## config.mk

```make
export PLATFORM = sky130hd
export DESIGN_NAME = rv32_lsu_obi
export DESIGN_NICKNAME = d
export VERILOG_FILES = /design/src/rtl/rv32_lsu_pkg.sv /design/src/rtl/rv32_lsu_trk_fifo.sv /design/src/rtl/rv32_lsu_obi.sv
export SDC_FILE = /design/constraint.sdc
export NUM_CORES = 1
export LEC_CHECK = 0
export ABC_CLOCK_PERIOD_IN_PS = 5920
export CAP_MARGIN = 20
export CORE_ASPECT_RATIO = 2
export CORE_MARGIN = 2
export CORE_UTILIZATION = 49
export DETAILED_ROUTE_END_ITERATION = 10
export HOLD_SLACK_MARGIN = 0.03
export PLACE_DENSITY = 0.86
export REMOVE_ABC_BUFFERS = 1
export SYNTH_ARGS = -nofsm -noshare
export SYNTH_HDL_FRONTEND = slang
export SYNTH_SLANG_ARGS = --single-unit
```

## constraint.sdc

```tcl
create_clock -name clk -period 5.92 [get_ports clk]
set_input_delay 1.776 -clock clk [delete_from_list [all_inputs] [get_ports clk]]
set_output_delay 1.776 -clock clk [all_outputs]
set_load 0.01 [all_outputs]
```

## src/rtl/rv32_lsu_pkg.sv

```systemverilog
// rtl/rv32_lsu_pkg.sv - shared types and byte-lane helpers for the RV32 load/store unit
package rv32_lsu_pkg;

    typedef enum logic [1:0] {
        LSU_B = 2'd0,
        LSU_H = 2'd1,
        LSU_W = 2'd2
    } lsu_type_e;

    typedef struct packed {
        logic       we;
        logic [1:0] typ;
        logic       sext;
        logic [1:0] off;
        logic       split;
        logic       is_hi;
    } trk_entry_t;

    // Lanes [3:0] belong to the low word, lanes [7:4] spill into the next word.
    function automatic logic [7:0] be_span(input logic [1:0] typ, input logic [1:0] off);
        logic [7:0] base;
        case (typ)
            LSU_B:   base = 8'b0000_0001;
            LSU_H:   base = 8'b0000_0011;
            default: base = 8'b0000_1111;
        endcase
        return base << off;
    endfunction

    function automatic logic is_misaligned(input logic [1:0] typ, input logic [1:0] off);
        return ((typ == LSU_H) && (off == 2'd3)) ||
               ((typ != LSU_B) && (typ != LSU_H) && (off != 2'd0));
    endfunction

    function automatic logic [31:0] rotl_bytes(input logic [31:0] w, input logic [1:0] off);
        return 32'({w, w} >> (6'd32 - {1'b0, off, 3'b000}));
    endfunction

    function automatic logic [31:0] funnel(input logic [31:0] hi, input logic [31:0] lo,
                                           input logic [1:0] off);
        return 32'({hi, lo} >> {off, 3'b000});
    endfunction

    function automatic logic [31:0] load_extend(input logic [31:0] d, input logic [1:0] typ,
                                                input logic sext);
        case (typ)
            LSU_B:   return {{24{sext & d[7]}}, d[7:0]};
            LSU_H:   return {{16{sext & d[15]}}, d[15:0]};
            default: return d;
        endcase
    endfunction

endpackage

```

## src/rtl/rv32_lsu_trk_fifo.sv

```systemverilog
// rtl/rv32_lsu_trk_fifo.sv - in-order tracker FIFO of outstanding bus transactions
module rv32_lsu_trk_fifo
    import rv32_lsu_pkg::*;
#(
    parameter int DEPTH = 2,
    localparam int CW = $clog2(DEPTH + 1)
) (
    input  logic          clk,
    input  logic          rst_n,
    input  logic          push,
    input  trk_entry_t    push_data,
    input  logic          pop,
    output trk_entry_t    head,
    output logic [CW-1:0] count,
    output logic [CW-1:0] free
);
    localparam int PW = $clog2(DEPTH);

    trk_entry_t    slots [DEPTH];
    logic [PW-1:0] wptr;
    logic [PW-1:0] rptr;
    logic          do_push;
    logic          do_pop;

    assign do_push = push && (count != CW'(DEPTH));
    assign do_pop  = pop && (count != '0);

    function automatic logic [PW-1:0] inc(input logic [PW-1:0] p);
        return (p == PW'(DEPTH - 1)) ? '0 : p + PW'(1);
    endfunction

    always_ff @(posedge clk or negedge rst_n) begin
        if (!rst_n) begin
            wptr  <= '0;
            rptr  <= '0;
            count <= '0;
        end else begin
            if (do_push) wptr <= inc(wptr);
            if (do_pop)  rptr <= inc(rptr);
            case ({do_push, do_pop})
                2'b10:   count <= count + CW'(1);
                2'b01:   count <= count - CW'(1);
                default: count <= count;
            endcase
        end
    end

    always_ff @(posedge clk) begin
        if (do_push) slots[wptr] <= push_data;
    end

    assign head = slots[rptr];
    assign free = CW'(DEPTH) - count;

endmodule

```

## src/rtl/rv32_lsu_obi.sv

```systemverilog
// rtl/rv32_lsu_obi.sv - RV32I LSU front-end to OBI data bus; LSU_MISALIGN_EN enables split misaligned access
module rv32_lsu_obi
    import rv32_lsu_pkg::*;
#(
    parameter int MAX_OUTSTANDING = 2
) (
    input  logic        clk,
    input  logic        rst_n,
    input  logic        lsu_valid_i,
    output logic        lsu_ready_o,
    input  logic        lsu_we_i,
    input  logic [1:0]  lsu_type_i,
    input  logic        lsu_sext_i,
    input  logic [31:0] lsu_addr_i,
    input  logic [31:0] lsu_wdata_i,
    output logic        lsu_rvalid_o,
    output logic [31:0] lsu_rdata_o,
    output logic        lsu_misalign_o,
    output logic        data_req_o,
    output logic [31:0] data_addr_o,
    output logic        data_we_o,
    output logic [3:0]  data_be_o,
    output logic [31:0] data_wdata_o,
    input  logic        data_gnt_i,
    input  logic        data_rvalid_i,
    input  logic [31:0] data_rdata_i
);
    localparam int CW = $clog2(MAX_OUTSTANDING + 1);

    typedef enum logic [1:0] {IDLE, REQ_LO, REQ_HI} state_e;

    state_e        state, state_nxt;
    logic [1:0]    off;
    logic          misal, split_in, reject, accept, push, rsp;
    logic          we_q, sext_q, split_q;
    logic [1:0]    typ_q, off_q;
    logic [29:0]   addr_q;
    logic [7:0]    be_q;
    logic [31:0]   wdata_q, stage_q;
    trk_entry_t    head;
    logic [CW-1:0] count, free;

    assign off   = lsu_addr_i[1:0];
    assign misal = is_misaligned(lsu_type_i, off);

`ifdef LSU_MISALIGN_EN
    assign split_in = misal;
    assign reject   = 1'b0;
`else
    assign split_in = 1'b0;
    assign reject   = misal;
`endif

    // A rejected op completes immediately, so it must wait until nothing is in flight to keep order.
    assign lsu_ready_o = rst_n && (state == IDLE) && (free >= CW'(2)) && !(reject && (count != '0));
    assign accept      = lsu_valid_i && lsu_ready_o;

    always_ff @(posedge clk or negedge rst_n) begin
        if (!rst_n) begin
            state   <= IDLE;
            we_q    <= 1'b0;
            sext_q  <= 1'b0;
            split_q <= 1'b0;
            typ_q   <= 2'd0;
            off_q   <= 2'd0;
            addr_q  <= '0;
            be_q    <= '0;
            wdata_q <= '0;
        end else begin
            state <= state_nxt;
            if (accept) begin
                we_q    <= lsu_we_i;
                sext_q  <= lsu_sext_i;
                split_q <= split_in;
                typ_q   <= lsu_type_i;
                off_q   <= off;
                addr_q  <= lsu_addr_i[31:2];
                be_q    <= be_span(lsu_type_i, off);
                wdata_q <= rotl_bytes(lsu_wdata_i, off);
            end
        end
    end

    always_comb begin
        state_nxt = state;
        case (state)
            IDLE:    if (accept && !reject) state_nxt = REQ_LO;
            REQ_LO:  if (data_gnt_i) state_nxt = split_q ? REQ_HI : IDLE;
            REQ_HI:  if (data_gnt_i) state_nxt = IDLE;
            default: state_nxt = IDLE;
        endcase
    end

    assign data_req_o   = (state != IDLE);
    assign data_addr_o  = {addr_q + 30'(state == REQ_HI), 2'b00};
    assign data_be_o    = (state == REQ_HI) ? be_q[7:4] : be_q[3:0];
    assign data_we_o    = we_q;
    assign data_wdata_o = wdata_q;

    assign push = data_req_o && data_gnt_i;
    assign rsp  = data_rvalid_i && (count != '0);

    rv32_lsu_trk_fifo #(.DEPTH(MAX_OUTSTANDING)) u_trk (
        .clk       (clk),
        .rst_n     (rst_n),
        .push      (push),
        .push_data ('{we: we_q, typ: typ_q, sext: sext_q, off: off_q,
                      split: split_q, is_hi: (state == REQ_HI)}),
        .pop       (data_rvalid_i),
        .head      (head),
        .count     (count),
        .free      (free)
    );

    always_ff @(posedge clk or negedge rst_n) begin
        if (!rst_n) begin
            stage_q        <= '0;
            lsu_rvalid_o   <= 1'b0;
            lsu_rdata_o    <= '0;
            lsu_misalign_o <= 1'b0;
        end else begin
            lsu_rvalid_o   <= 1'b0;
            lsu_misalign_o <= 1'b0;
            if (accept && reject) begin
                lsu_rvalid_o   <= 1'b1;
                lsu_rdata_o    <= '0;
                lsu_misalign_o <= 1'b1;
            end else if (rsp) begin
                if (head.split && !head.is_hi) begin
                    stage_q <= data_rdata_i;
                end else begin
                    lsu_rvalid_o <= 1'b1;
                    lsu_rdata_o  <= head.we ? 32'h0 :
                        load_extend(head.split ? funnel(data_rdata_i, stage_q, head.off)
                                               : funnel(32'h0, data_rdata_i, head.off),
                                    head.typ, head.sext);
                end
            end
        end
    end

endmodule

```

==> impl_metrics.tcl <==
set metrics [dict create \
    slew_viol_final 0 \
    vias 5416 \
    fin_crit_ns 5.37 \
    synth_cell_types 50 \
    use_met1_pct 28.0 \
    setup_viol 0 \
    cp_max_fo 6 \
    worstPathArrival_ns 3.60 \
    layout_common_cells "clkdlybuf4s50_1 (205), nand2_1 (150), dfrtp_1 (111)" \
    rsz0062_at_grt "no" \
    antenna_cells 0 \
    startpoint_type "primary input" \
    cts-root-buf "clkbuf_16" \
    htree_num_levels 4 \
    end_kind "output port" \
    hold_buffers 0 \
    globalRouteMet3Util_pct 7.42 \
    grt_overflow 0 \
    synth_area_um2 6090 \
    synth_top_flop_cell "dfrtp_1" \
    cts_made_buffers 17 \
    final_common_cell "clkdlybuf4s50_1" \
    final_core_util_pct 73.0 \
    track_usage_pct 27.9 \
    relSlewSlack_pct 35.6 \
    pwr_density_cell_nw_per_um2 476 \
    hold_start "addr_q[9]" \
    fin_skew_ns 0.00793 \
    critical_path_class "in -> out" \
    ant_nets 0 \
    crit_chain "clkdlybuf4s50_1 -> inv_1 -> ha_1 -> mux2_2 -> o21a_1 -> clkdlybuf4s50_1" \
    drc 0 \
    worst_slew_pin_slew_ns 0.947 \
    peakVddDrop_mv 0.296 \
    outcome "finished clean" \
    finalCritPeriodShare_pct 90.8 \
    wl_per_cell_um 19.8 \
    dr.first_iter.drc_count 350 \
    synth-edff-count 12 \
    cts_tree "yes" \
    drv_cap 0 \
    cts_sinks 123 \
    cts.path.max_buffers 2 \
    grt_pass1_wl_um 29700 \
    area_growth_syn_to_layout_pct 45.3 \
    setup_ws_ns 0.547 \
    routed_wl_um 18600 \
    total_power_mw 4.21 \
    critPathMaxStageDelay_ns 0.59 \
    fmax_ghz 0.186 \
    cp_num_buf_inv 3 \
    yosysTopAreaCell "dfrtp_1" \
    die_area_um2 13400 \
    hold_violations 0 \
    power.leakage_nw 3.88 \
    r2r_start "u_trk.rptr" \
    rrSetupSlack_ns 2.59 \
    place.gp.congestion 0.877 \
    io_pins 210 \
    ys_warn_count 0 \
    met2_usage_pct 51.2 \
    viasPerCell 5.76 \
    yosysSeqAreaShare_pct 51.5 \
    crit_required_ns 4.14 \
    grt_pass1_vias 5740 \
    start_util_pct 50.3 \
    min_path_type "reg -> reg" \
    io_buffers 207 \
    cp_common_cell "clkdlybuf4s50_1" \
    core-area_um2 12100 \
    die_h_um 162 \
    synth_area_leaders "dfrtp_1 (46%), nand2_1 (9.2%), mux2i_1 (6.2%)" \
    fin_setup_tns_ns 0 \
    synth_cells 587 \
    grt_max_degree 81 \
    top_usage_layer "met2" \
    antenna_found_initial 0 \
    synth_top_area_share_pct 45.6 \
    cpMaxStageDelayCell "clkdlybuf4s50_1" \
    clk_latency_ns 0.41 \
    rows 57 \
    nNetsFinal 891 \
    post_cts_resized 0 \
    crit_family "buffers and inverters" \
    die_x_um 82.9 \
    dp_slack_ns 0.571 \
    cts.clk_slew.worst_paths_ns 0.06 \
    cts_setup_buffers 0 \
    dr.pass1.iters 5 \
    ys_ff_latch 123 \
    drive_gt1_share_pct 10.8 \
    place_hpwl_um 13600 \
    r2r-end "lsu_rdata_o[21]" \
    whs_path_depth 2 \
    hold_end "addr_q[9]" \
    synth.avg_cell_area_um2 10.4 \
    async_flop_share_pct 90.2 \
    reg2reg_depth 5 \
]
## flip-flops by register name (all words and copies together), names as in the netlist
register and cells:
u_trk.wptr 1, data_we_o 1, data_wdata_o 32, u_trk.count 2, state 1, u_trk.slots 12, typ_q 2, lsu_misalign_o 1
u_trk.rptr 1, lsu_rvalid_o 1, sext_q 1, be_q 4, off_q 2, addr_q 30, lsu_rdata_o 32
## layer usage
metal | share of wire [%] | wire (µm) | vias to the layer above
met4 | 5.5 | 1030 | 0
met2 | 55 | 10200 | 263
li1 | - | - | 2464
met3 | 6.4 | 1190 | 71
met1 | 33 | 6170 | 2618
met5 | 0 | 0 | -
## stage by stage
stage | cells | hold WS (ns) | instance area [µm²]
after floorplan | 547 | 0.442 | 5900
after detailed placement | 909 | 0.458 | 8230
after CTS | 941 | 0.470 | 8850
after global routing | 941 | 0.487 | 8850
final | 941 | 0.473 | 8850
after global placement | 909 | 0.449 | 8230
## report_power, final
part	internal (mW)	total (mW)	switching, mW
sequential	1.20	1.42	0.221
combinational	0.897	1.72	0.828
clock	0.685	1.07	0.387
## worst register-to-register path, stage by stage (launching register included)
cell	delay, ns
dfrtp_1	0.83
mux2i_4	0.91
mux2i_1	0.45
o22ai_4	0.22
a22oi_4	0.60
o21ai_0	0.17
## logic make-up after synthesis
family          after synthesis  share of synthesized area [%]
buf+inv                      50                           3.80
mux                          70                           13.4
compound gates              137                           16.4
flops                       123                           51.5
simple gates                196                           13.0
xor+xnor                      5                          0.719
fa+ha+maj                     5                           1.03
other cells                   1                         0.0615
## cell usage after synthesis, types with 3 or more instances
cell	instances
nand2_1	150
dfrtp_1	111
mux2i_1	38
o21ai_0	32
nor2_1	25
mux2_2	24
clkbuf_1	19
a22oi_1	17
a21oi_1	14
edfxtp_1	12
o21a_1	12
buf_2	11
o221ai_1	11
o21ai_2	10
a22o_1	9
inv_1	9
a2bb2oi_1	8
a222oi_1	7
nor2b_1	7
buf_1	5
ha_1	5
mux4_2	5
buf_4	4
o21ai_1	4
xnor2_1	4
and2_1	3
nor3b_1	3
## final cells by class
type	count	area [µm²]
Fill cell	845	3270
Sequential cell	123	3140
Multi-Input combinational cell	415	2740
Timing Repair Buffer	215	2140
Clock buffer	21	493
Tap cell	147	184
Clock inverter	11	133
Inverter	9	33.8
## how the worst max path moves through the flow
stage,end,depth (start not counted),slack (ns),startpoint
global placement,lsu_ready_o,6,0.61,lsu_addr_i[1]
floorplan,data_wdata_o[0],5,0.12,lsu_addr_i[0]
detailed placement,lsu_ready_o,6,0.57,lsu_addr_i[1]
CTS,lsu_ready_o,6,0.57,lsu_addr_i[1]
finish,lsu_ready_o,6,0.55,lsu_addr_i[1]
global route,lsu_ready_o,6,0.49,lsu_addr_i[1]
Note: power is estimated with default switching activity, not from simulation.
